==> config.mk <==
export PLATFORM = sky130hd
export DESIGN_NAME = pipeline_hazard_ctrl
export DESIGN_NICKNAME = d
export VERILOG_FILES = /design/src/rtl/pipeline_hazard_ctrl.sv
export SDC_FILE = /design/constraint.sdc
export NUM_CORES = 1
export LEC_CHECK = 0
export BUFFER_PORTS_ARGS = -buffer_cell sky130_fd_sc_hd__buf_2
export CORE_ASPECT_RATIO = 0.75
export CORE_MARGIN = 4
export CORE_UTILIZATION = 45
export DETAILED_ROUTE_END_ITERATION = 12
export PLACE_DENSITY = 0.72
export SYNTH_ARGS = -nofsm -noshare
export SYNTH_HDL_FRONTEND = slang
export SYNTH_SLANG_ARGS = --single-unit
export TNS_END_PERCENT = 30
==> constraint.sdc <==
create_clock -name clk -period 2.8 [get_ports clk]
set_clock_uncertainty 0.1 [all_clocks]
set_input_delay 0.14 -clock clk [delete_from_list [all_inputs] [get_ports clk]]
set_output_delay 0.14 -clock clk [all_outputs]
set_load 0.1 [all_outputs]
==> src/rtl/pipeline_hazard_ctrl.sv <==
// Control-field pipeline registers and hazard unit for the five-stage core:
// forwarding selects, load-use bubble, branch flush and double-access freeze.
//
// state      | meaning
// ST_IDLE    | no double access pending; a double op in MEM starts a freeze
// ST_WAIT    | freezing; cnt counts the remaining freeze cycles down to 0
module pipeline_hazard_ctrl #(
  parameter int REG_ADDR_W    = 3,
  parameter int EX_CTRL_W     = 5,
  parameter int MEM_CTRL_W    = 5,
  parameter int WB_CTRL_W     = 2,
  parameter int MEM_WAIT      = 1,
  parameter int ZERO_REG_HARD = 1
) (
  input  logic                  clk,
  input  logic                  rst,
  input  logic [REG_ADDR_W-1:0] id_rs1,
  input  logic [REG_ADDR_W-1:0] id_rs2,
  input  logic [REG_ADDR_W-1:0] id_rd,
  input  logic                  id_use_rs1,
  input  logic                  id_use_rs2,
  input  logic [EX_CTRL_W-1:0]  id_ctrl_ex,
  input  logic [MEM_CTRL_W-1:0] id_ctrl_mem,
  input  logic [WB_CTRL_W-1:0]  id_ctrl_wb,
  input  logic                  mem_branch_taken,
  output logic [EX_CTRL_W-1:0]  ex_ctrl,
  output logic [MEM_CTRL_W-1:0] mem_ctrl,
  output logic [WB_CTRL_W-1:0]  wb_ctrl,
  output logic [REG_ADDR_W-1:0] wb_rd,
  output logic [1:0]            fwd_a,
  output logic [1:0]            fwd_b,
  output logic                  pc_hold,
  output logic                  if_id_hold,
  output logic                  if_id_flush,
  output logic                  id_ex_hold,
  output logic                  mem_freeze
);

  localparam logic [0:0] ST_IDLE = 1'b0;
  localparam logic [0:0] ST_WAIT = 1'b1;
  localparam logic [3:0] CNT_INIT = (MEM_WAIT > 0) ? 4'(MEM_WAIT - 1) : 4'd0;

  logic [EX_CTRL_W-1:0]  idex_ex;
  logic [MEM_CTRL_W-1:0] idex_mem;
  logic [WB_CTRL_W-1:0]  idex_wb;
  logic [REG_ADDR_W-1:0] idex_rs1;
  logic [REG_ADDR_W-1:0] idex_rs2;
  logic [REG_ADDR_W-1:0] idex_rd;
  logic                  idex_use1;
  logic                  idex_use2;

  logic [MEM_CTRL_W-1:0] exmem_mem;
  logic [WB_CTRL_W-1:0]  exmem_wb;
  logic [REG_ADDR_W-1:0] exmem_rd;

  logic [WB_CTRL_W-1:0]  memwb_wb;
  logic [REG_ADDR_W-1:0] memwb_rd;

  logic [0:0] state;
  logic [3:0] cnt;

  logic       dbl;
  logic       freeze;
  logic       load_use;
  logic [1:0] sel_a;
  logic [1:0] sel_b;

  function automatic logic match(input logic [REG_ADDR_W-1:0] a,
                                 input logic [REG_ADDR_W-1:0] b);
    return (a == b) && !((ZERO_REG_HARD != 0) && (a == '0));
  endfunction

  always_comb begin
    dbl    = exmem_mem[3] | exmem_mem[4];
    freeze = 1'b0;
    case (state)
      ST_IDLE: freeze = dbl && (MEM_WAIT != 0);
      ST_WAIT: freeze = (cnt != 4'd0);
      default: freeze = 1'b0;
    endcase
  end

  always_comb begin
    load_use = idex_wb[0] && idex_wb[1] &&
               ((id_use_rs1 && match(idex_rd, id_rs1)) ||
                (id_use_rs2 && match(idex_rd, id_rs2)));
  end

  // EX_MEM result is newer than WB data, so it wins when both match
  always_comb begin
    sel_a = 2'b00;
    sel_b = 2'b00;
    if (idex_use1) begin
      if (exmem_wb[0] && match(exmem_rd, idex_rs1))      sel_a = 2'b01;
      else if (memwb_wb[0] && match(memwb_rd, idex_rs1)) sel_a = 2'b10;
    end
    if (idex_use2) begin
      if (exmem_wb[0] && match(exmem_rd, idex_rs2))      sel_b = 2'b01;
      else if (memwb_wb[0] && match(memwb_rd, idex_rs2)) sel_b = 2'b10;
    end
  end

  always_ff @(posedge clk) begin
    if (rst) begin
      state <= ST_IDLE;
      cnt   <= 4'd0;
    end else begin
      case (state)
        ST_IDLE: begin
          if (dbl && (MEM_WAIT != 0)) begin
            state <= ST_WAIT;
            cnt   <= CNT_INIT;
          end
        end
        ST_WAIT: begin
          if (cnt != 4'd0) cnt   <= cnt - 4'd1;
          else             state <= ST_IDLE;
        end
        default: begin
          state <= ST_IDLE;
          cnt   <= 4'd0;
        end
      endcase
    end
  end

  // Bubbles and flushes clear the whole ID_EX entry so a NOP reads no sources
  always_ff @(posedge clk) begin
    if (rst) begin
      idex_ex   <= '0;
      idex_mem  <= '0;
      idex_wb   <= '0;
      idex_rs1  <= '0;
      idex_rs2  <= '0;
      idex_rd   <= '0;
      idex_use1 <= 1'b0;
      idex_use2 <= 1'b0;
      exmem_mem <= '0;
      exmem_wb  <= '0;
      exmem_rd  <= '0;
      memwb_wb  <= '0;
      memwb_rd  <= '0;
    end else if (freeze) begin
      memwb_wb <= '0;
      memwb_rd <= '0;
    end else begin
      memwb_wb <= exmem_wb;
      memwb_rd <= exmem_rd;
      if (mem_branch_taken) begin
        exmem_mem <= '0;
        exmem_wb  <= '0;
        exmem_rd  <= '0;
      end else begin
        exmem_mem <= idex_mem;
        exmem_wb  <= idex_wb;
        exmem_rd  <= idex_rd;
      end
      if (mem_branch_taken || load_use) begin
        idex_ex   <= '0;
        idex_mem  <= '0;
        idex_wb   <= '0;
        idex_rs1  <= '0;
        idex_rs2  <= '0;
        idex_rd   <= '0;
        idex_use1 <= 1'b0;
        idex_use2 <= 1'b0;
      end else begin
        idex_ex   <= id_ctrl_ex;
        idex_mem  <= id_ctrl_mem;
        idex_wb   <= id_ctrl_wb;
        idex_rs1  <= id_rs1;
        idex_rs2  <= id_rs2;
        idex_rd   <= id_rd;
        idex_use1 <= id_use_rs1;
        idex_use2 <= id_use_rs2;
      end
    end
  end

  assign ex_ctrl     = idex_ex;
  assign mem_ctrl    = exmem_mem;
  assign wb_ctrl     = memwb_wb;
  assign wb_rd       = memwb_rd;
  assign fwd_a       = rst ? 2'b00 : sel_a;
  assign fwd_b       = rst ? 2'b00 : sel_b;
  assign mem_freeze  = !rst && freeze;
  assign id_ex_hold  = !rst && freeze;
  assign pc_hold     = !rst && (freeze || (load_use && !mem_branch_taken));
  assign if_id_hold  = pc_hold;
  assign if_id_flush = !rst && !freeze && mem_branch_taken;

endmodule

==> impl_metrics.json, run 1 <==
{
  "dr.pass1.iters": 6,
  "start_util_pct": 48.8,
  "vdd_drop_max_mv": 0.406,
  "grt_max_degree": 34,
  "post-route-util_pct": 66.2,
  "grt_antenna_before_repair": 0,
  "areaGrowthSynthToFinish_pct": 35.6,
  "path_class": "flip-flop to primary output",
  "grt_pass1_vias": 1582,
  "synth_edf_count": 0,
  "final_common_cell": "buf_2",
  "slew-limit-headroom_pct": 59.0,
  "ys_seq_area_share_pct": 46.3,
  "htree_levels": 2,
  "dr_total_vias": 1563,
  "leakage_nw": 1.01,
  "io_pins": 50,
  "core_um2": 3800,
  "finalCritPeriodShare_pct": 92.3,
  "clkTransAtPathRegs_ns": 0.08,
  "grt_pass1_wl_um": 7560,
  "tritoncts": "yes",
  "drive_above_1_share_pct": 28.1,
  "clk_root_buffer_cell": "clkbuf_8",
  "yosys_warnings": 0,
  "syn-num-nets": 211,
  "yosys_register_bits": 43,
  "numPortBuffers": 49,
  "rsz0062_at_grt": "false",
  "die-area_um2": 5230,
  "wl_um": 4450,
  "power_switching_share_pct": 25.4,
  "grt_overflow": 0,
  "finalSetupViolations": 0,
  "fmax_mhz": 387,
  "grt.total_usage_pct": 19.0,
  "p_seq_share_pct": 49.2,
  "fillers": 312,
  "syn_area_per_cell_um2": 10.2,
  "placed_area_um2": 2170,
  "clockPowerShare_pct": 37.6,
  "powerDensity_nw_per_um2": 527,
  "stdcell_count": 305,
  "final_cell_mix": "44 x buf_2, 43 x dfxtp_1, 28 x nand2_1, 22 x dlygate4sd3_1, 20 x o2bb2ai_1",
  "drc": 0,
  "die_y_um": 63.7,
  "p_int_uw": 989,
  "async_reset_ff_share_pct": 0,
  "tightest_slew_ns": 0.608,
  "placed_cells": 275,
  "crit_fanout": 6,
  "ant_nets": 0,
  "total_power_mw": 1.33,
  "ys_types": 35,
  "combPwrFrac_pct": 13.3,
  "final_cell_area_um2": 2520,
  "cp-end-kind": "primary output",
  "drt-initial-drc-count": 66,
  "synthFlopType": "dfxtp_1",
  "p_sw_uw": 338,
  "hold_viol": 0,
  "netlist_area_um2": 1860,
  "numCtsBuffers": 5,
  "hold-path-cell-count": 3,
  "diodes": 0,
  "clock_latency_ns": 0.30,
  "numClockSinks": 43,
  "period_needed_ns": 2.58,
  "post_cts_buffers": 0,
  "critPathLaunchType": "flip-flop",
  "arrival_ns": 2.34,
  "dp_hpwl_um": 2940,
  "fin_nets": 280,
  "cts_max_path_buffers": 2,
  "status": "finished, final reports clean",
  "cap_violations": 0,
  "maxSlewViolCount": 0,
  "r2r_cells": 7,
  "gp_congestion": 0.809,
  "syn_inst": 183,
  "num_rows": 19,
  "routedWlPerCell_um": 14.6,
  "hold_path_class": "input pin to flip-flop",
  "via_per_inst": 5.12,
  "dieWidth_um": 82.2,
  "required_ns": 2.56
}
==> flip-flops by register name, indices dropped and copies added (netlist names) <==
name       flops
state          1
idex_rd        3
wb_rd          3
idex_use1      1
idex_use2      1
exmem_rd       3
exmem_wb       2
idex_wb        2
idex_rs2       3
idex_rs1       3
ex_ctrl        5
cnt            4
wb_ctrl        2
idex_mem       5
mem_ctrl       5
==> layer usage <==
layer	global-route usage, %	up-vias	share of wire [%]
met3	4.99	6	6.5
met4	8.09	0	1.8
met5	0	-	0
met2	28.3	50	45
li1	-	796	-
met1	25.6	711	47
==> what timing repair did <==
item / 4_1_cts / 5_1_grt
hold buffers: 21 / 1
pin swaps: 0 / 0
endpoints found under the hold margin: 21 / 1
gates resized for setup: 1 / 1
setup endpoints to repair: 1 / 5
==> metrics by stage <==
step                hold WS (ns)  TNS, ns  setup WS [ns]
floorplan                  0.174   -0.703         -0.380
global placement           0.281        0          0.349
detailed placement         0.283        0          0.238
CTS                      0.00231        0         0.0323
global route              0.0175        0         0.0274
finish                    0.0200        0          0.217
==> power by group through the flow <==
stage	clock (mW)	sequential (mW)	combinational [mW]
after global routing	0.529	0.655	0.190
final	0.498	0.653	0.176
after global placement	0	0.666	0.149
after CTS	0.511	0.652	0.173
after detailed placement	0	0.666	0.150
after floorplan	0	0.700	0.0735
==> path summary, 6_finish.rpt <==
kind,startpoint,to,slack [ns]
setup / recovery,cnt[0]$_SDFFE_PP0P_,if_id_flush,0.22
setup reg to reg,cnt[0]$_SDFFE_PP0P_,exmem_wb[0]$_SDFFE_PP0P_,0.60
hold reg to reg,cnt[3]$_SDFFE_PP0P_,cnt[3]$_SDFFE_PP0P_,0.37
hold / removal,id_rs2[2],idex_rs2[2]$_SDFFE_PP0P_,0.02
==> cells by family (layout without fill, tap and decap cells) <==
| logic type | Yosys count | in the layout | synth area share, % |
|---|---|---|---|
| buf+inv | 14 | 84 | 4.98 |
| fa+ha+maj | 2 | 2 | 1.35 |
| xor+xnor | 15 | 15 | 7.07 |
| compound gates | 51 | 51 | 24.2 |
| flops | 43 | 43 | 46.3 |
| simple gates | 58 | 58 | 16.0 |
==> synth_stat cells, types with 3 or more instances <==
cell type / n / area share (%)
buf_6: 4 / 2.4
o2bb2ai_1: 20 / 9.4
nand4_1: 4 / 1.3
clkbuf_1: 4 / 0.81
dfxtp_1: 43 / 46
a21oi_1: 6 / 1.6
o2bb2ai_2: 3 / 2.4
a22o_1: 10 / 4.7
nand3_1: 4 / 1.1
nor3b_1: 4 / 1.6
and2_1: 6 / 2.0
xnor2_1: 14 / 6.6
nand2_1: 28 / 5.7
==> area by class of cell <==
type | instances | area [um^2] | share of cell area [%]
inverters | 2 | 7.51 | 0.298
multi-input cells | 126 | 917 | 36.4
repair buffers | 74 | 551 | 21.9
clock buffers | 6 | 82.6 | 3.28
well taps | 52 | 65.1 | 2.58
clock inverters | 2 | 35.0 | 1.39
flip-flops and latches | 43 | 861 | 34.2
==> worst max-delay path, stage by stage, from the launching register on <==
cell and delay, ns:
dfxtp_1 0.33, inv_1 0.10, ha_1 0.15, or3b_4 0.42, a21oi_2 0.29, nor2b_1 0.31
and2_1 0.17, buf_4 0.28
No activity file was read; power rests on OpenSTA's default activity.
==> run 2, diff against run 1 <==
- CORE_UTILIZATION: 45 -> 54
- CTS_BUF_LIST: not set -> sky130_fd_sc_hd__clkbuf_4 sky130_fd_sc_hd__clkbuf_8
- PLACE_DENSITY: 0.72 -> 0.84
==> impl_metrics.json, run 2 (same netlist as run 1, synthesis figures left out) <==
{
  "die_y_um": 58.8,
  "fillers": 231,
  "leakage_nw": 0.998,
  "finalSetupViolations": 0,
  "cp-end-kind": "primary output",
  "final_cell_area_um2": 2470,
  "clkTransAtPathRegs_ns": 0.08,
  "path_class": "flip-flop to primary output",
  "period_needed_ns": 2.61,
  "ant_nets": 0,
  "dp_hpwl_um": 2910,
  "grt_antenna_before_repair": 0,
  "wl_met3_um": 229,
  "required_ns": 2.56,
  "numPortBuffers": 49,
  "tritoncts": "yes",
  "numClockSinks": 43,
  "grt_pass1_wl_um": 7560,
  "dr_total_vias": 1602,
  "areaGrowthSynthToFinish_pct": 32.7,
  "tightest_slew_ns": 0.675,
  "drt-initial-drc-count": 111,
  "final_common_cell": "buf_2",
  "dr.pass1.iters": 4,
  "dieWidth_um": 75.7,
  "grt_overflow": 0,
  "start_util_pct": 56.5,
  "rsz0062_at_grt": "false",
  "wl_met2_um": 2110,
  "fmax_mhz": 383,
  "clock_latency_ns": 0.29,
  "placed_area_um2": 2170,
  "grt_pass1_vias": 1635,
  "maxSlewViolCount": 0,
  "via_per_inst": 5.54,
  "cts_max_path_buffers": 2,
  "r2r_cells": 7,
  "diodes": 0,
  "hold-path-cell-count": 3,
  "grt_max_degree": 34,
  "drive_above_1_share_pct": 28.9,
  "cap_violations": 0,
  "grt.total_usage_pct": 22.7,
  "setup_ws_ns": 0.186,
  "hold_path_class": "input pin to flip-flop",
  "hold_slack_ns": 0.0148,
  "routedWlPerCell_um": 15.4,
  "critPathLaunchType": "flip-flop",
  "highest_layer": "met4",
  "vdd_drop_max_mv": 0.389,
  "powerDensity_nw_per_um2": 533,
  "numCtsBuffers": 5,
  "total_power_mw": 1.31,
  "crit_fanout": 6,
  "htree_levels": 2,
  "fin_nets": 276,
  "post-route-util_pct": 75.0,
  "hold_viol": 0,
  "num_rows": 18,
  "finalCritPeriodShare_pct": 93.4,
  "wl_met1_um": 2080,
  "die-area_um2": 4450,
  "slew-limit-headroom_pct": 54.5,
  "final_cell_mix": "44 x buf_2, 43 x dfxtp_1, 28 x nand2_1, 20 x o2bb2ai_1, 17 x dlygate4sd3_1",
  "drc": 0,
  "clk_root_buffer_cell": "clkbuf_8",
  "wl_um": 4440,
  "io_pins": 50,
  "core_um2": 3290,
  "arrival_ns": 2.37,
  "status": "finished, final reports clean",
  "place_ws_ns": 0.214,
  "gp_congestion": 0.879
}
run 2: changes by cell type in the layout (fill, tap and decap cells not counted):
| cell | delta |
|---|---|
| nor2_4 | +1 |
| dlygate4sd3_1 | -5 |
| buf_4 | +1 |
| nor2_2 | -1 |
run 2: final cells by class:
type / count / area [um^2] / share of cell area, %
multi-input cells: 126 / 922 / 37.4
repair buffers: 70 / 508 / 20.6
well taps: 40 / 50.0 / 2.03
clock buffers: 6 / 82.6 / 3.35
clock inverters: 2 / 35.0 / 1.42
flip-flops and latches: 43 / 861 / 34.9
inverters: 2 / 7.51 / 0.304
run 2: metal layers:
metal  GRT usage (%)  vias to the layer above
met5               0                        -
met3            8.87                        4
met2            34.7                       46
met4            6.98                        0
met1            29.7                      756
li1                -                      796
run 2: power breakdown:
group / internal [mW] / total, mW / switching [mW] / leakage [nW]
clock network: 0.288 / 0.489 / 0.200 / 0.0612
registers: 0.631 / 0.652 / 0.0215 / 0.350
logic: 0.0662 / 0.173 / 0.107 / 0.587
total: 0.986 / 1.31 / 0.328 / 0.998
run 2: through the flow:
step | TNS (ns) | std cells
after floorplan | -0.703 | 183
after global placement | 0 | 264
after detailed placement | 0 | 264
after CTS | 0 | 288
after global routing | 0 | 289
final | 0 | 289
run 2: timing repair:
action | in CTS | in global routing
resized for setup | 2 | 1
cloned | 0 | 0
endpoints found under the setup margin | 3 | 1
buffers inserted | 0 | 0
endpoints found under the hold margin | 16 | 1
hold buffers | 16 | 1
run 2: worst paths after layout:
path	startpoint	end	slack, ns
setup / recovery	cnt[0]$_SDFFE_PP0P_	if_id_flush	0.19
hold / removal	id_rs1[1]	idex_rs1[1]$_SDFFE_PP0P_	0.01
setup reg to reg	cnt[0]$_SDFFE_PP0P_	ex_ctrl[4]$_SDFFE_PP0P_	0.64
hold reg to reg	cnt[3]$_SDFFE_PP0P_	cnt[3]$_SDFFE_PP0P_	0.36
run 2: critical path: stages, from the launching register on:
cell     delay (ns)
dfxtp_1        0.32
inv_1          0.09
ha_1           0.15
or3b_4         0.42
a21oi_2        0.23
buf_4          0.16
nor2b_1        0.25
and2_1         0.17
buf_4          0.28
==> run 3, diff against run 2 <==
- BUFFER_PORTS_ARGS: -buffer_cell sky130_fd_sc_hd__buf_2 -> not set
- CORE_UTILIZATION: 54 -> 60
- DONT_BUFFER_PORTS: not set -> 1
- PLACE_DENSITY: 0.84 -> 0.78
==> impl_metrics.json, run 3 (same netlist as run 1, synthesis figures left out) <==
{
  "grt_max_degree": 36,
  "clock_latency_ns": 0.29,
  "rsz0062_at_grt": "false",
  "grt_pass1_wl_um": 7820,
  "slew-limit-headroom_pct": 33.2,
  "areaGrowthSynthToFinish_pct": 30.0,
  "r2r_cells": 7,
  "tightest_slew_ns": 1.00,
  "hold-path-cell-count": 3,
  "crit_fanout": 6,
  "critPathLaunchType": "flip-flop",
  "r2r-start": "cnt[0]$_SDFFE_PP0P_",
  "drt-initial-drc-count": 70,
  "grt_overflow": 0,
  "vdd_drop_max_mv": 0.406,
  "rrSetupSlack_ns": 0.51,
  "grt.total_usage_pct": 24.7,
  "hold_path_class": "input pin to flip-flop",
  "leakage_nw": 0.896,
  "cp-end-kind": "primary output",
  "io_pins": 50,
  "critPathLaunch": "cnt[0]$_SDFFE_PP0P_",
  "final_common_cell": "dfxtp_1",
  "via_per_inst": 5.86,
  "diodes": 0,
  "final_cell_mix": "43 x dfxtp_1, 28 x nand2_1, 24 x dlygate4sd3_1, 20 x o2bb2ai_1, 16 x buf_4",
  "dr.pass1.iters": 4,
  "finalSetupViolations": 0,
  "r2r_end": "mem_ctrl[4]$_SDFFE_PP0P_",
  "dieWidth_um": 72.3,
  "tritoncts": "yes",
  "powerDensity_nw_per_um2": 573,
  "start_util_pct": 62.8,
  "placed_cells": 228,
  "numClockSinks": 43,
  "wl_um": 4590,
  "drc": 0,
  "clk_root_buffer_cell": "clkbuf_8",
  "required_ns": 2.56,
  "clkTransAtPathRegs_ns": 0.08,
  "period_needed_ns": 2.64,
  "numPortBuffers": 0,
  "hold_viol": 0,
  "regArea_um2": 861,
  "setup_tns_ns": 0,
  "numCtsBuffers": 5,
  "endpoint": "if_id_flush",
  "grt_antenna_before_repair": 0,
  "dp_hpwl_um": 2940,
  "routedWlPerCell_um": 17.7,
  "htree_levels": 2,
  "post_cts_buffers": 0,
  "drive_above_1_share_pct": 18.0,
  "grt_pass1_vias": 1592,
  "stdcell_count": 260,
  "finalCritPeriodShare_pct": 94.4,
  "arrival_ns": 2.40,
  "ant_nets": 0,
  "fin_nets": 249,
  "num_rows": 17,
  "fmax_mhz": 378,
  "cts_max_path_buffers": 2,
  "gp_congestion": 0.810,
  "path_class": "flip-flop to primary output",
  "cap_violations": 0,
  "status": "finished, final reports clean",
  "die-area_um2": 4060,
  "die_y_um": 56.2,
  "maxSlewViolCount": 0,
  "fillers": 151,
  "dr_total_vias": 1524,
  "multi_input_area_um2": 935,
  "core_um2": 2960
}
-- run 3: repair_timing --
item	CTS	global route
resized for setup	1	0
hold buffers	24	0
setup endpoints to repair	1	0
endpoints found under the hold margin	30	0
-- run 3: stage by stage --
| stage | cell area (um^2) | util [%] | power (mW) | setup WS, ns | hold WS, ns |
|---|---|---|---|---|---|
| floorplan | 1860 | - | 0.774 | -0.380 | 0.174 |
| global placement | 2030 | 68.8 | 0.788 | 0.486 | 0.114 |
| detailed placement | 2030 | 68.8 | 0.793 | 0.359 | 0.120 |
| CTS | 2410 | 81.7 | 1.39 | 0.185 | 0.158 |
| global route | 2410 | 81.7 | 1.43 | 0.00233 | 0.187 |
| finish | 2410 | 81.7 | 1.38 | 0.157 | 0.172 |
-- run 3: layout make-up --
class	count	share of cell area, %
Timing Repair Buffer	43	17.7
Multi-Input combinational cell	126	38.7
Sequential cell	43	35.6
Inverter	2	0.311
Clock inverter	2	2.49
Tap cell	38	1.97
Clock buffer	6	3.16
-- run 3: report_power, final --
part / switching (mW) / leakage, nW / internal (mW)
clock: 0.205 / 0.0688 / 0.366
sequential: 0.0491 / 0.350 / 0.631
combinational: 0.0732 / 0.477 / 0.0588
total: 0.327 / 0.896 / 1.06
-- run 3: worst max-delay path, stage by stage (launching register included) --
cell,delay (ns)
dfxtp_1,0.33
inv_1,0.10
ha_1,0.15
or3b_4,0.42
a21oi_2,0.36
nor2b_1,0.34
and2_1,0.23
buf_12,0.18
-- run 3: how the worst min path moves through the flow --
stage                        startpoint                  endpoint  slack [ns]
final                        id_use_rs1  idex_rs1[0]$_SDFFE_PP0P_        0.17
after CTS                    id_use_rs1  idex_rs1[0]$_SDFFE_PP0P_        0.16
after global routing         id_use_rs1  idex_rs1[0]$_SDFFE_PP0P_        0.19
after floorplan           id_ctrl_ex[0]   ex_ctrl[0]$_SDFFE_PP0P_        0.17
after global placement              rst       cnt[0]$_SDFFE_PP0P_        0.11
after detailed placement            rst       cnt[0]$_SDFFE_PP0P_        0.12
-- run 3: metal layers --
layer,global-route usage (%),vias up,wire (um)
met5,0,-,0
met4,8.58,0,31
met3,9.39,6,380
met2,38.4,60,2160
met1,31.0,720,2020
li1,-,738,-
